## src/rtl/handshake_pkg.sv

```systemverilog
// Shared definitions for the handshake receive FIFO: default sizing and the
// protocol-checker state encoding.
package handshake_pkg;

    localparam int DEF_DATA_W = 32;
    localparam int DEF_DEPTH  = 4;

    typedef enum logic {
        CHK_IDLE  = 1'b0,
        CHK_STALL = 1'b1
    } chk_state_t;

endpackage

```

## src/rtl/handshake_chk.sv

```systemverilog
// Upstream protocol checker: once valid is stalled by ready=0, valid must stay
// high and data must stay stable until the transfer completes.
module handshake_chk
    import handshake_pkg::*;
#(
    parameter int DATA_W = DEF_DATA_W
) (
    input  logic              clk,
    input  logic              reset,
    input  logic              valid,
    input  logic              ready,
    input  logic [DATA_W-1:0] data,
    output logic              proto_err
);

    chk_state_t        state;
    chk_state_t        state_next;
    logic [DATA_W-1:0] cap_data;
    logic              violation;
    logic              capture;

    always_ff @(posedge clk or posedge reset) begin
        if (reset) begin
            state     <= CHK_IDLE;
            cap_data  <= '0;
            proto_err <= 1'b0;
        end else begin
            state <= state_next;
            if (capture) begin
                cap_data <= data;
            end
            if (violation) begin
                proto_err <= 1'b1;
            end
        end
    end

    // A changed payload counts as a violation even if ready rises in the same cycle.
    always_comb begin
        state_next = state;
        violation  = 1'b0;
        capture    = 1'b0;
        case (state)
            CHK_IDLE: begin
                if (valid && !ready) begin
                    state_next = CHK_STALL;
                    capture    = 1'b1;
                end
            end
            CHK_STALL: begin
                if (!valid || (data != cap_data)) begin
                    violation  = 1'b1;
                    state_next = CHK_IDLE;
                end else if (ready) begin
                    state_next = CHK_IDLE;
                end
            end
            default: state_next = CHK_IDLE;
        endcase
    end

endmodule

```

## src/rtl/handshake_rx_fifo.sv

```systemverilog
// First-word fall-through receive FIFO with an upstream protocol checker.
// Handshake: a transfer happens on a rising edge where valid and ready are both 1.
module handshake_rx_fifo
    import handshake_pkg::*;
#(
    parameter int DATA_W = DEF_DATA_W,
    parameter int DEPTH  = DEF_DEPTH
) (
    input  logic                     clk,
    input  logic                     reset,
    input  logic [DATA_W-1:0]        data,
    input  logic                     valid,
    output logic                     ready,
    output logic [DATA_W-1:0]        out_data,
    output logic                     out_valid,
    input  logic                     out_ready,
    output logic [$clog2(DEPTH):0]   count,
    output logic                     proto_err
);

    localparam int AW = $clog2(DEPTH);
    localparam int CW = AW + 1;

    logic [DATA_W-1:0] mem [DEPTH];
    logic [AW-1:0]     wr_ptr;
    logic [AW-1:0]     rd_ptr;
    logic              push;
    logic              pop;

    // ready and out_valid come only from the registered count.
    assign ready     = (count != CW'(DEPTH));
    assign out_valid = (count != '0);
    assign out_data  = mem[rd_ptr];
    assign push      = valid && ready && !reset;
    assign pop       = out_valid && out_ready && !reset;

    always_ff @(posedge clk) begin
        if (push) begin
            mem[wr_ptr] <= data;
        end
    end

    // DEPTH is a power of two, so pointers wrap by natural overflow.
    always_ff @(posedge clk or posedge reset) begin
        if (reset) begin
            wr_ptr <= '0;
            rd_ptr <= '0;
            count  <= '0;
        end else begin
            if (push) begin
                wr_ptr <= wr_ptr + 1'b1;
            end
            if (pop) begin
                rd_ptr <= rd_ptr + 1'b1;
            end
            case ({push, pop})
                2'b10:   count <= count + 1'b1;
                2'b01:   count <= count - 1'b1;
                default: count <= count;
            endcase
        end
    end

    handshake_chk #(
        .DATA_W (DATA_W)
    ) u_chk (
        .clk       (clk),
        .reset     (reset),
        .valid     (valid),
        .ready     (ready),
        .data      (data),
        .proto_err (proto_err)
    );

endmodule
```

## config.mk

```make
export PLATFORM = sky130hd
export DESIGN_NAME = handshake_rx_fifo
export DESIGN_NICKNAME = d
export VERILOG_FILES = /design/src/rtl/handshake_pkg.sv /design/src/rtl/handshake_chk.sv /design/src/rtl/handshake_rx_fifo.sv
export SDC_FILE = /design/constraint.sdc
export NUM_CORES = 1
export LEC_CHECK = 0
export ABC_CLOCK_PERIOD_IN_PS = 6400
export CAP_MARGIN = 10
export CORE_ASPECT_RATIO = 1.1
export CORE_UTILIZATION = 40
export CTS_CLUSTER_DIAMETER = 40
export CTS_CLUSTER_SIZE = 20
export DETAILED_ROUTE_END_ITERATION = 7
export HOLD_SLACK_MARGIN = 0.15
export SETUP_SLACK_MARGIN = 0.1
export SYNTH_ARGS = -nofsm -noshare
export SYNTH_HDL_FRONTEND = slang
export SYNTH_HIERARCHICAL = 1
export SYNTH_SLANG_ARGS = --single-unit
```

## constraint.sdc

```tcl
create_clock -name clk -period 6.4 [get_ports clk]
set_clock_uncertainty 0.1 [all_clocks]
set_input_delay 1.28 -clock clk [delete_from_list [all_inputs] [get_ports clk]]
set_output_delay 1.28 -clock clk [all_outputs]
set_load 0.01 [all_outputs]
```

==> results of run 1 <==
-- Yosys cell counts, types with 3 or more instances --
cell type,count
inv_1,8
clkbuf_1,3
dfrtp_1,41
xor2_1,4
and2_1,4
mux4_2,32
ha_1,5
buf_4,3
xnor2_1,34
mux2_2,32
buf_2,5
edfxtp_1,128
nand4_1,8
-- state kept, by name, summed over array words and instances, names as in the netlist --
signal	count
count	3
mem	128
rd_ptr	2
u_chk/cap_data	32
u_chk/proto_err	1
u_chk/state	1
wr_ptr	2
-- logic make-up after synthesis --
kind of cell	after synthesis	synth area share, %
compound gates	2	0.207
xor+xnor	38	5.00
fa+ha+maj	6	1.24
buf+inv	20	1.50
flops	169	73.2
mux	66	16.6
simple gates	24	2.26
-- area by class of cell --
type / count / area, um2
well taps: 204 / 255
inverters: 8 / 30.0
multi-input cells: 136 / 1690
repair buffers: 81 / 791
clock buffers: 17 / 425
clock inverters: 15 / 225
fillers: 1365 / 8030
flip-flops and latches: 169 / 4870
-- power groups by stage --
stage | logic (W) | clock network (W) | registers, W
6_report | 0.00113 | 0.00111 | 0.00152
5_1_grt | 0.00123 | 0.00118 | 0.00154
4_1_cts | 0.00116 | 0.00113 | 0.00152
3_5_place_dp | 0.00115 | 0 | 0.00154
3_3_place_gp | 0.00114 | 0 | 0.00153
2_1_floorplan | 0.000713 | 0 | 0.00151
-- worst max-delay path, stage by stage, from the launching register on --
cell             delay (ns)
dfrtp_2                0.37
buf_4                  0.56
mux4_2                 0.61
clkdlybuf4s50_1        0.51
-- metrics by stage --
| stage | hold slack [ns] | util (%) | cells | power, W |
|---|---|---|---|---|
| floorplan | 0.361 | - | 325 | 0.00223 |
| global placement | 0.358 | 46.8 | 598 | 0.00267 |
| detailed placement | 0.363 | 46.8 | 598 | 0.00269 |
| CTS | 0.372 | 50.8 | 630 | 0.00381 |
| global route | 0.378 | 50.8 | 630 | 0.00394 |
| finish | 0.368 | 50.8 | 630 | 0.00375 |
-- metal layers --
metal	GRT usage, %	share of wire, %	routed length, um
met1	19.4	43	5280
met2	26.4	52	6260
met3	3.96	3.6	439
met4	6.98	1.3	154
met5	0	0	0
-- path summary, 6_finish.rpt --
path,startpoint,end,cells after the start
setup / recovery,rd_ptr[0],out_data[0],3
hold / removal,rd_ptr[1],rd_ptr[1],1
setup reg to reg,count[0],count[2],9
hold reg to reg,rd_ptr[1],rd_ptr[1],1
max in group asynchronous,reset,u_chk/cap_data[20],3
min in group asynchronous,reset,wr_ptr[0],2
==> impl_metrics.csv, run 1 <==
group,metric,value,unit
drt,dr.first_iter.drc_count,183,
yosys,synth-edff-count,128,
clocking,clkSinkCount,169,
yosys,yosysTopAreaCell,"edfxtp_1",
floorplan,coreArea,16300,um2
yosys,synth_top_area_share,57.8,%
job,maxCapViolCount,0,
worst_setup_path,worstSetupPathType,"register to primary output",
clocking,cts_buffers,17,
yosys,synthArstFlopShare,24.3,%
placement,placedInstanceArea,7630,um2
sta,fin_tns_setup,0,ns
cells_and_area,antenna_cells,0,
yosys,yosysSeqAreaShare,73.2,%
sta,fmax,259,MHz
cells_and_area,final_nets,455,
cells_and_area,final_cell_area,8280,um2
drt,ant_nets,0,
drt,dr.pass1.iters,7,
yosys,synth_ff_type,"edfxtp_1",
pwr,p_leak,2.84,nW
drt,avgViaCountPerCell,5.06,
drt,routed_wire_length_per_instance,19.2,um
drt,via_count,3187,
global_route,antenna_found_initial,0,
pwr,p_clk_share,29.5,%
sta,worstMarginPinSlew,0.672,ns
run_status,status,"complete, but fails checks",
floorplan,start_util,40.8,%
worst_setup_path,critical_path_peak_fanout,32,
global_route,grt_max_degree,35,
clocking,insertion_delay,0.42,ns
sta,setup_viol,0,
yosys,synth_nets,367,
floorplan,ios,74,
min_path,worst_hold_path_type,"register to register",
yosys,synth_warnings,6,
global_route,grt_use_total,15.7,%
cells_and_area,areaGrowthSynthToFinish,24.5,%
worst_setup_path,critPathLaunchType,"register",
sta,rsz0062_at_grt,"no",
pwr,p_per_area,453,nW/um2
run_status,violations,"design-rule violations",
pwr,p_int,0.00275,W
placement,dp_hpwl,7.56,mm
worst_setup_path,r2r_slack,3.92,ns
pwr,swShare,26.6,%
clocking,root_buffer,"clkbuf_16",
placement,place_ws,2.73,ns
global_route,grt-ovfl-total,0,
yosys,syn_inst,325,
clocking,cts_setup_buffers,0,
yosys,syn_area,6660,um2
sta,finalCritPeriodShare,60.4,%
clocking,cts_tree,"done",
clocking,cts_hold_buffers,0,
sta,final_max_slew_viol_count,0,
clocking,cts.clk_slew.worst_paths,0.06,ns
worst_setup_path,worstPathRequired,5.02,ns
worst_setup_path,cp.arrival,2.48,ns
cells_and_area,drive_gt1_share,25.1,%
clocking,cts_resized,0,
floorplan,dieArea,17200,um2
global_route,grt_pass1_wl,19.4,mm
yosys,netlist-cell-type-count,28,
placement,io_buffers,73,
sta,relSlewSlack,55.2,%
pwr,share_seq_of_total_power,40.4,%
sta,layout_setup_ws,2.54,ns
yosys,ys_ff_latch,169,
yosys,yosys-top-cells-area,"edfxtp_1 58%, dfrtp_1 15%, mux4_2 11%, mux2_2 5.4%, xnor2_1 4.5%",
pwr,combPwrFrac,30.1,%
cells_and_area,final_cell_mix,"128 x edfxtp_1, 73 x clkdlybuf4s50_1, 40 x dfrtp_1",
drt,drc,12,
worst_setup_path,end_kind,"primary output",
cells_and_area,layout_commonest_cell,"edfxtp_1",
sta,hold_violations,0,
pwr,switchingPower,0.00100,W
placement,gp_congestion,0.704,
clocking,htreeDepth,4,
floorplan,dieWidth,125,um
clocking,clockBufferDepth,2,
yosys,syn_avg_cell_area,20.5,um2
global_route,grt_pass1_vias,3442,
floorplan,fp.dieH,137,um
floorplan,num_rows,49,
pwr,max-vdd-ir-drop,0.000283,V
drt,wirelength,12.1,mm
sta,period_minus_slack,3.86,ns
Note: power is estimated with default switching activity, not from simulation.
==> run 2: changes to the inputs <==
--- a/config.mk
+++ b/config.mk
@@ -5,7 +5,7 @@
 export SDC_FILE = /design/constraint.sdc
 export NUM_CORES = 1
 export LEC_CHECK = 0
-export ABC_CLOCK_PERIOD_IN_PS = 6400
+export ABC_CLOCK_PERIOD_IN_PS = 3600
 export CAP_MARGIN = 10
 export CORE_ASPECT_RATIO = 1.1
 export CORE_UTILIZATION = 40
==> constraint.sdc (replaced) <==
create_clock -name clk -period 3.6 [get_ports clk]
set_clock_uncertainty 0.1 [all_clocks]
set_input_delay 0.72 -clock clk [delete_from_list [all_inputs] [get_ports clk]]
set_output_delay 0.72 -clock clk [all_outputs]
set_load 0.01 [all_outputs]
==> impl_metrics.csv, run 2 (same netlist as run 1, synthesis figures left out) <==
group,metric,value,unit
cells_and_area,antenna_cells,0,
sta,fin_hold_ws,0.369,ns
sta,final_max_slew_viol_count,0,
clocking,root_buffer,"clkbuf_16",
clocking,insertion_delay,0.42,ns
sta,fmax,330,MHz
global_route,grt_use_total,15.3,%
cells_and_area,final_nets,460,
global_route,antenna_found_initial,0,
pwr,max-vdd-ir-drop,0.000427,V
clocking,cts_buffers,17,
clocking,cts_tree,"done",
pwr,p_leak,2.85,nW
pwr,p_clk_share,27.9,%
worst_setup_path,end_kind,"primary output",
sta,fin_tns_setup,0,ns
cells_and_area,post-route-util,50.7,%
pwr,p_int,0.00482,W
floorplan,coreArea,16300,um2
cells_and_area,reg_top3,"mem x128, u_chk/cap_data x32, count x3",
pwr,swShare,26.3,%
cells_and_area,fillers,1355,
pwr,combPwrFrac,31.0,%
job,maxCapViolCount,0,
placement,io_buffers,73,
global_route,grt_pass1_wl,18.8,mm
pwr,switchingPower,0.00172,W
worst_setup_path,r2r_slack,1.13,ns
worst_setup_path,worstSetupPathType,"register to primary output",
run_status,status,"complete, but fails checks",
clocking,cts.clk_slew.worst_paths,0.06,ns
clocking,clockBufferDepth,2,
cells_and_area,final_cell_mix,"128 x edfxtp_1, 73 x clkdlybuf4s50_1, 40 x dfrtp_1",
placement,dp.cells,603,
clocking,clkSinkCount,169,
drt,wirelength,12.0,mm
pwr,share_seq_of_total_power,41.1,%
drt,via_count,3204,
drt,ant_nets,0,
sta,setup_viol,0,
sta,worstMarginPinSlew,0.503,ns
cells_and_area,layout_commonest_cell,"edfxtp_1",
clocking,cts_setup_buffers,0,
worst_setup_path,critical_path_peak_fanout,19,
placement,gp_congestion,0.738,
sta,relSlewSlack,66.5,%
placement,dp_hpwl,7.69,mm
placement,place_ws,0.585,ns
cells_and_area,layoutNonFillerInstCount,634,
global_route,grt_pass1_vias,3456,
sta,hold_violations,0,
cells_and_area,areaGrowthSynthToFinish,24.1,%
run_status,violations,"design-rule violations",
sta,finalCritPeriodShare,84.2,%
floorplan,start_util,40.8,%
cells_and_area,drive_gt1_share,24.4,%
drt,routed_wire_length_per_instance,18.9,um
clocking,cts_hold_buffers,0,
clocking,htreeDepth,4,
drt,dr.first_iter.drc_count,242,
floorplan,dieWidth,125,um
worst_setup_path,worstPathRequired,2.78,ns
clocking,cts_resized,0,
floorplan,fp.dieH,137,um
floorplan,num_rows,49,
sta,rsz0062_at_grt,"no",
sta,layout_setup_ws,0.568,ns
drt,dr.pass1.iters,6,
floorplan,dieArea,17200,um2
cells_and_area,largest_reg_flops,128,
drt,avgViaCountPerCell,5.05,
floorplan,ios,74,
global_route,grt-ovfl-total,0,
cells_and_area,largest_register,"mem",
worst_setup_path,critPathLaunchType,"register",
drt,drc,13,
global_route,grt_max_degree,35,
min_path,worst_hold_path_type,"register to register",
pwr,p_per_area,792,nW/um2
worst_setup_path,cp.arrival,2.21,ns
sta,period_minus_slack,3.03,ns
[run 2: changes by cell type in the layout (fill, tap and decap cells not counted), moves of 3 or more]
cell / delta
buf_4: +5
clkbuf_1: +3
clkinv_1: +3
clkinv_4: -3
clkinvlp_4: -3
[run 2: final timing paths]
path,endpoint,start,cells past startpoint
max in group asynchronous,u_chk/cap_data[14],reset,3
max,out_data[1],rd_ptr[0],3
max reg2reg,count[2],count[0],9
min,rd_ptr[1],rd_ptr[1],1
min in group asynchronous,count[0],reset,2
min reg2reg,rd_ptr[1],rd_ptr[1],1
[run 2: worst max-delay path: stages (launching register included)]
cell and delay, ns:
dfrtp_2 0.35, buf_4 0.34, mux4_2 0.58, clkdlybuf4s50_1 0.50
[run 2: layout make-up]
type,instances,area [um2],share of cell area (%)
inverters,8,30.0,0.364
well taps,204,255,3.09
clock inverters,11,154,1.86
flip-flops and latches,169,4870,59.0
clock buffers,20,437,5.29
multi-input cells,136,1690,20.4
repair buffers,86,828,10.0
[run 2: power groups by stage]
stage	Combinational, W	Clock (W)	Sequential (W)
floorplan	0.00127	0	0.00269
global placement	0.00206	0	0.00271
detailed placement	0.00208	0	0.00273
CTS	0.00209	0.00187	0.00269
global route	0.00220	0.00194	0.00273
finish	0.00203	0.00182	0.00269
[run 2: layer usage]
| layer | wire (um) | GRT usage, % | vias up |
|---|---|---|---|
| li1 | - | - | 1452 |
| met4 | 268 | 7.79 | 0 |
| met3 | 550 | 3.88 | 20 |
| met2 | 6250 | 26.4 | 76 |
| met5 | 0 | 0 | - |
| met1 | 4910 | 17.7 | 1656 |
[run 2: per-stage QoR]
step / area (um2) / power, W
final: 8260 / 0.00654
after global routing: 8260 / 0.00686
after CTS: 8260 / 0.00665
after detailed placement: 7670 / 0.00481
after global placement: 7670 / 0.00477
after floorplan: 6660 / 0.00396
==> run 3: changes to the inputs <==
--- a/config.mk
+++ b/config.mk
@@ -5,7 +5,7 @@
 export SDC_FILE = /design/constraint.sdc
 export NUM_CORES = 1
 export LEC_CHECK = 0
-export ABC_CLOCK_PERIOD_IN_PS = 3600
+export ABC_CLOCK_PERIOD_IN_PS = 2900
 export CAP_MARGIN = 10
 export CORE_ASPECT_RATIO = 1.1
 export CORE_UTILIZATION = 40
==> constraint.sdc (replaced) <==
create_clock -name clk -period 2.9 [get_ports clk]
set_clock_uncertainty 0.1 [all_clocks]
set_input_delay 0.58 -clock clk [delete_from_list [all_inputs] [get_ports clk]]
set_output_delay 0.58 -clock clk [all_outputs]
set_load 0.01 [all_outputs]
==> impl_metrics.csv, run 3 (same netlist as run 1, synthesis figures left out) <==
group,metric,value,unit
clocking,htreeDepth,4,
worst_setup_path,end_kind,"primary output",
clocking,clockBufferDepth,2,
placement,io_buffers,73,
sta,finalCritPeriodShare,93.7,%
cells_and_area,final_nets,475,
cells_and_area,fillers,1343,
drt,ant_nets,0,
global_route,grt_pass1_wl,20.3,mm
cells_and_area,areaGrowthSynthToFinish,28.3,%
global_route,grt_max_degree,35,
cells_and_area,largest_register,"mem",
worst_setup_path,critical_path_peak_fanout,8,
cells_and_area,post-route-util,52.3,%
cells_and_area,antenna_cells,0,
worst_setup_path,worstSetupPathType,"register to primary output",
worst_setup_path,cp_num_buf_inv,4,
worst_setup_path,rr_worst_depth,9,
pwr,p_int,0.00605,W
global_route,grt_use_total,16.8,%
job,maxCapViolCount,0,
pwr,max-vdd-ir-drop,0.000542,V
cells_and_area,reg_top3,"mem x128, u_chk/cap_data x32, count x3",
cells_and_area,final_cell_area,8540,um2
pwr,p_per_area,988,nW/um2
floorplan,num_rows,49,
global_route,antenna_found_initial,0,
sta,fin_hold_ws,0.377,ns
worst_setup_path,cp.arrival,2.04,ns
floorplan,start_util,40.8,%
floorplan,dieArea,17200,um2
drt,avgViaCountPerCell,5.13,
placement,dp_hpwl,8.10,mm
worst_setup_path,worstPathRequired,2.22,ns
run_status,violations,"design-rule violations",
drt,via_count,3333,
worst_setup_path,critical-path-top-delay-family,"buffers and inverters",
drt,drc,12,
pwr,p_leak,3.15,nW
pwr,switchingPower,0.00238,W
sta,fin_tns_setup,0,ns
floorplan,dieWidth,125,um
worst_setup_path,r2r_slack,0.53,ns
cells_and_area,final_cell_mix,"128 x edfxtp_1, 41 x clkdlybuf4s50_1, 40 x dfrtp_1",
floorplan,coreArea,16300,um2
sta,fmax,368,MHz
worst_setup_path,r2r-start,"count[0]",
worst_setup_path,path_common_cell,"buf_4",
floorplan,ios,74,
drt,dr.first_iter.drc_count,149,
global_route,grt-ovfl-total,0,
clocking,clkSinkCount,169,
sta,layout_setup_ws,0.182,ns
floorplan,fp.dieH,137,um
drt,routed_wire_length_per_instance,20.7,um
clocking,insertion_delay,0.42,ns
sta,relSlewSlack,67.9,%
sta,setup_viol,0,
run_status,status,"complete, but fails checks",
placement,place_ws,0.320,ns
global_route,grt_pass1_vias,3408,
sta,period_minus_slack,2.72,ns
clocking,cts_tree,"done",
clocking,cts_buffers,17,
min_path,worst_hold_path_type,"input port to async pin",
worst_setup_path,cp_cell_sequence,"buf_4, clkbuf_16, buf_4, mux4_2, dlygate4sd2_1",
placement,placedInstanceArea,7760,um2
worst_setup_path,critPathLaunchType,"register",
worst_setup_path,cp_slowest_stage_delay,0.47,ns
sta,worstMarginPinSlew,0.482,ns
pwr,share_seq_of_total_power,39.6,%
worst_setup_path,r2r-end,"count[2]",
cells_and_area,drive_gt1_share,28.3,%
drt,dr.pass1.iters,6,
clocking,root_buffer,"clkbuf_16",
worst_setup_path,slowest_stage,"mux4_2",
pwr,p_clk_share,28.0,%
cells_and_area,layout_commonest_cell,"edfxtp_1",
pwr,swShare,28.3,%
clocking,cts.clk_slew.worst_paths,0.07,ns
sta,final_max_slew_viol_count,0,
drt,wirelength,13.5,mm
placement,gp_congestion,0.750,
cells_and_area,largest_reg_flops,128,
pwr,combPwrFrac,32.4,%
sta,hold_violations,0,
sta,rsz0062_at_grt,"no",
## run 3: area by class of cell
type / count / area [um2] / share of cell area (%)
clock buffer: 18 / 439 / 5.14
clock inverter: 14 / 183 / 2.14
inverter: 8 / 30.0 / 0.352
multi-input combinational: 136 / 1690 / 19.7
sequential: 169 / 4870 / 57.1
tap: 204 / 255 / 2.99
timing repair buffer: 101 / 1070 / 12.6
## run 3: power by group through the flow
stage	registers [W]	clock network [W]	logic, W
detailed placement	0.00340	0	0.00267
global route	0.00339	0.00250	0.00294
global placement	0.00337	0	0.00263
finish	0.00334	0.00236	0.00273
CTS	0.00335	0.00240	0.00275
floorplan	0.00334	0	0.00157
## run 3: per-layer routing
layer,vias up,GRT usage [%],part of all wire [%],wire length [um]
met2,67,28.0,51,6920
met4,0,5.69,0.73,98
li1,1495,-,-,-
met5,-,0,0,0
met3,9,4.50,3.5,467
met1,1762,21.4,44,6000
## run 3: worst max-delay path by stage
stage,cells after the start,start,end
floorplan,10,count[0],count[2]
global placement,10,reset,count[2]
detailed placement,10,reset,count[2]
CTS,4,rd_ptr[0],out_data[18]
global route,5,rd_ptr[0],out_data[3]
finish,5,rd_ptr[0],out_data[3]
## run 3: worst register-to-register path, stage by stage (launching register included)
cell     delay (ns)
dfrtp_1        0.43
or3b_1         0.46
and3_1         0.23
inv_1          0.06
ha_1           0.18
inv_1          0.06
fa_1           0.37
xor2_1         0.15
nor2_1         0.11
xor2_1         0.15
## run 3: metrics by stage
stage	std cells	power, W
final	650	0.00844
after CTS	646	0.00850
after global routing	650	0.00883
after detailed placement	609	0.00607
after floorplan	325	0.00492
after global placement	609	0.00600
## run 3: timing repair
action                                  CTS  global route
endpoints found under the hold margin     0             0
buffers inserted                          3             3
hold buffers                              0             0
pin swaps                                 0             0
endpoints found under the setup margin   32            16
cloned                                    2             1
gates resized for setup                  17            16
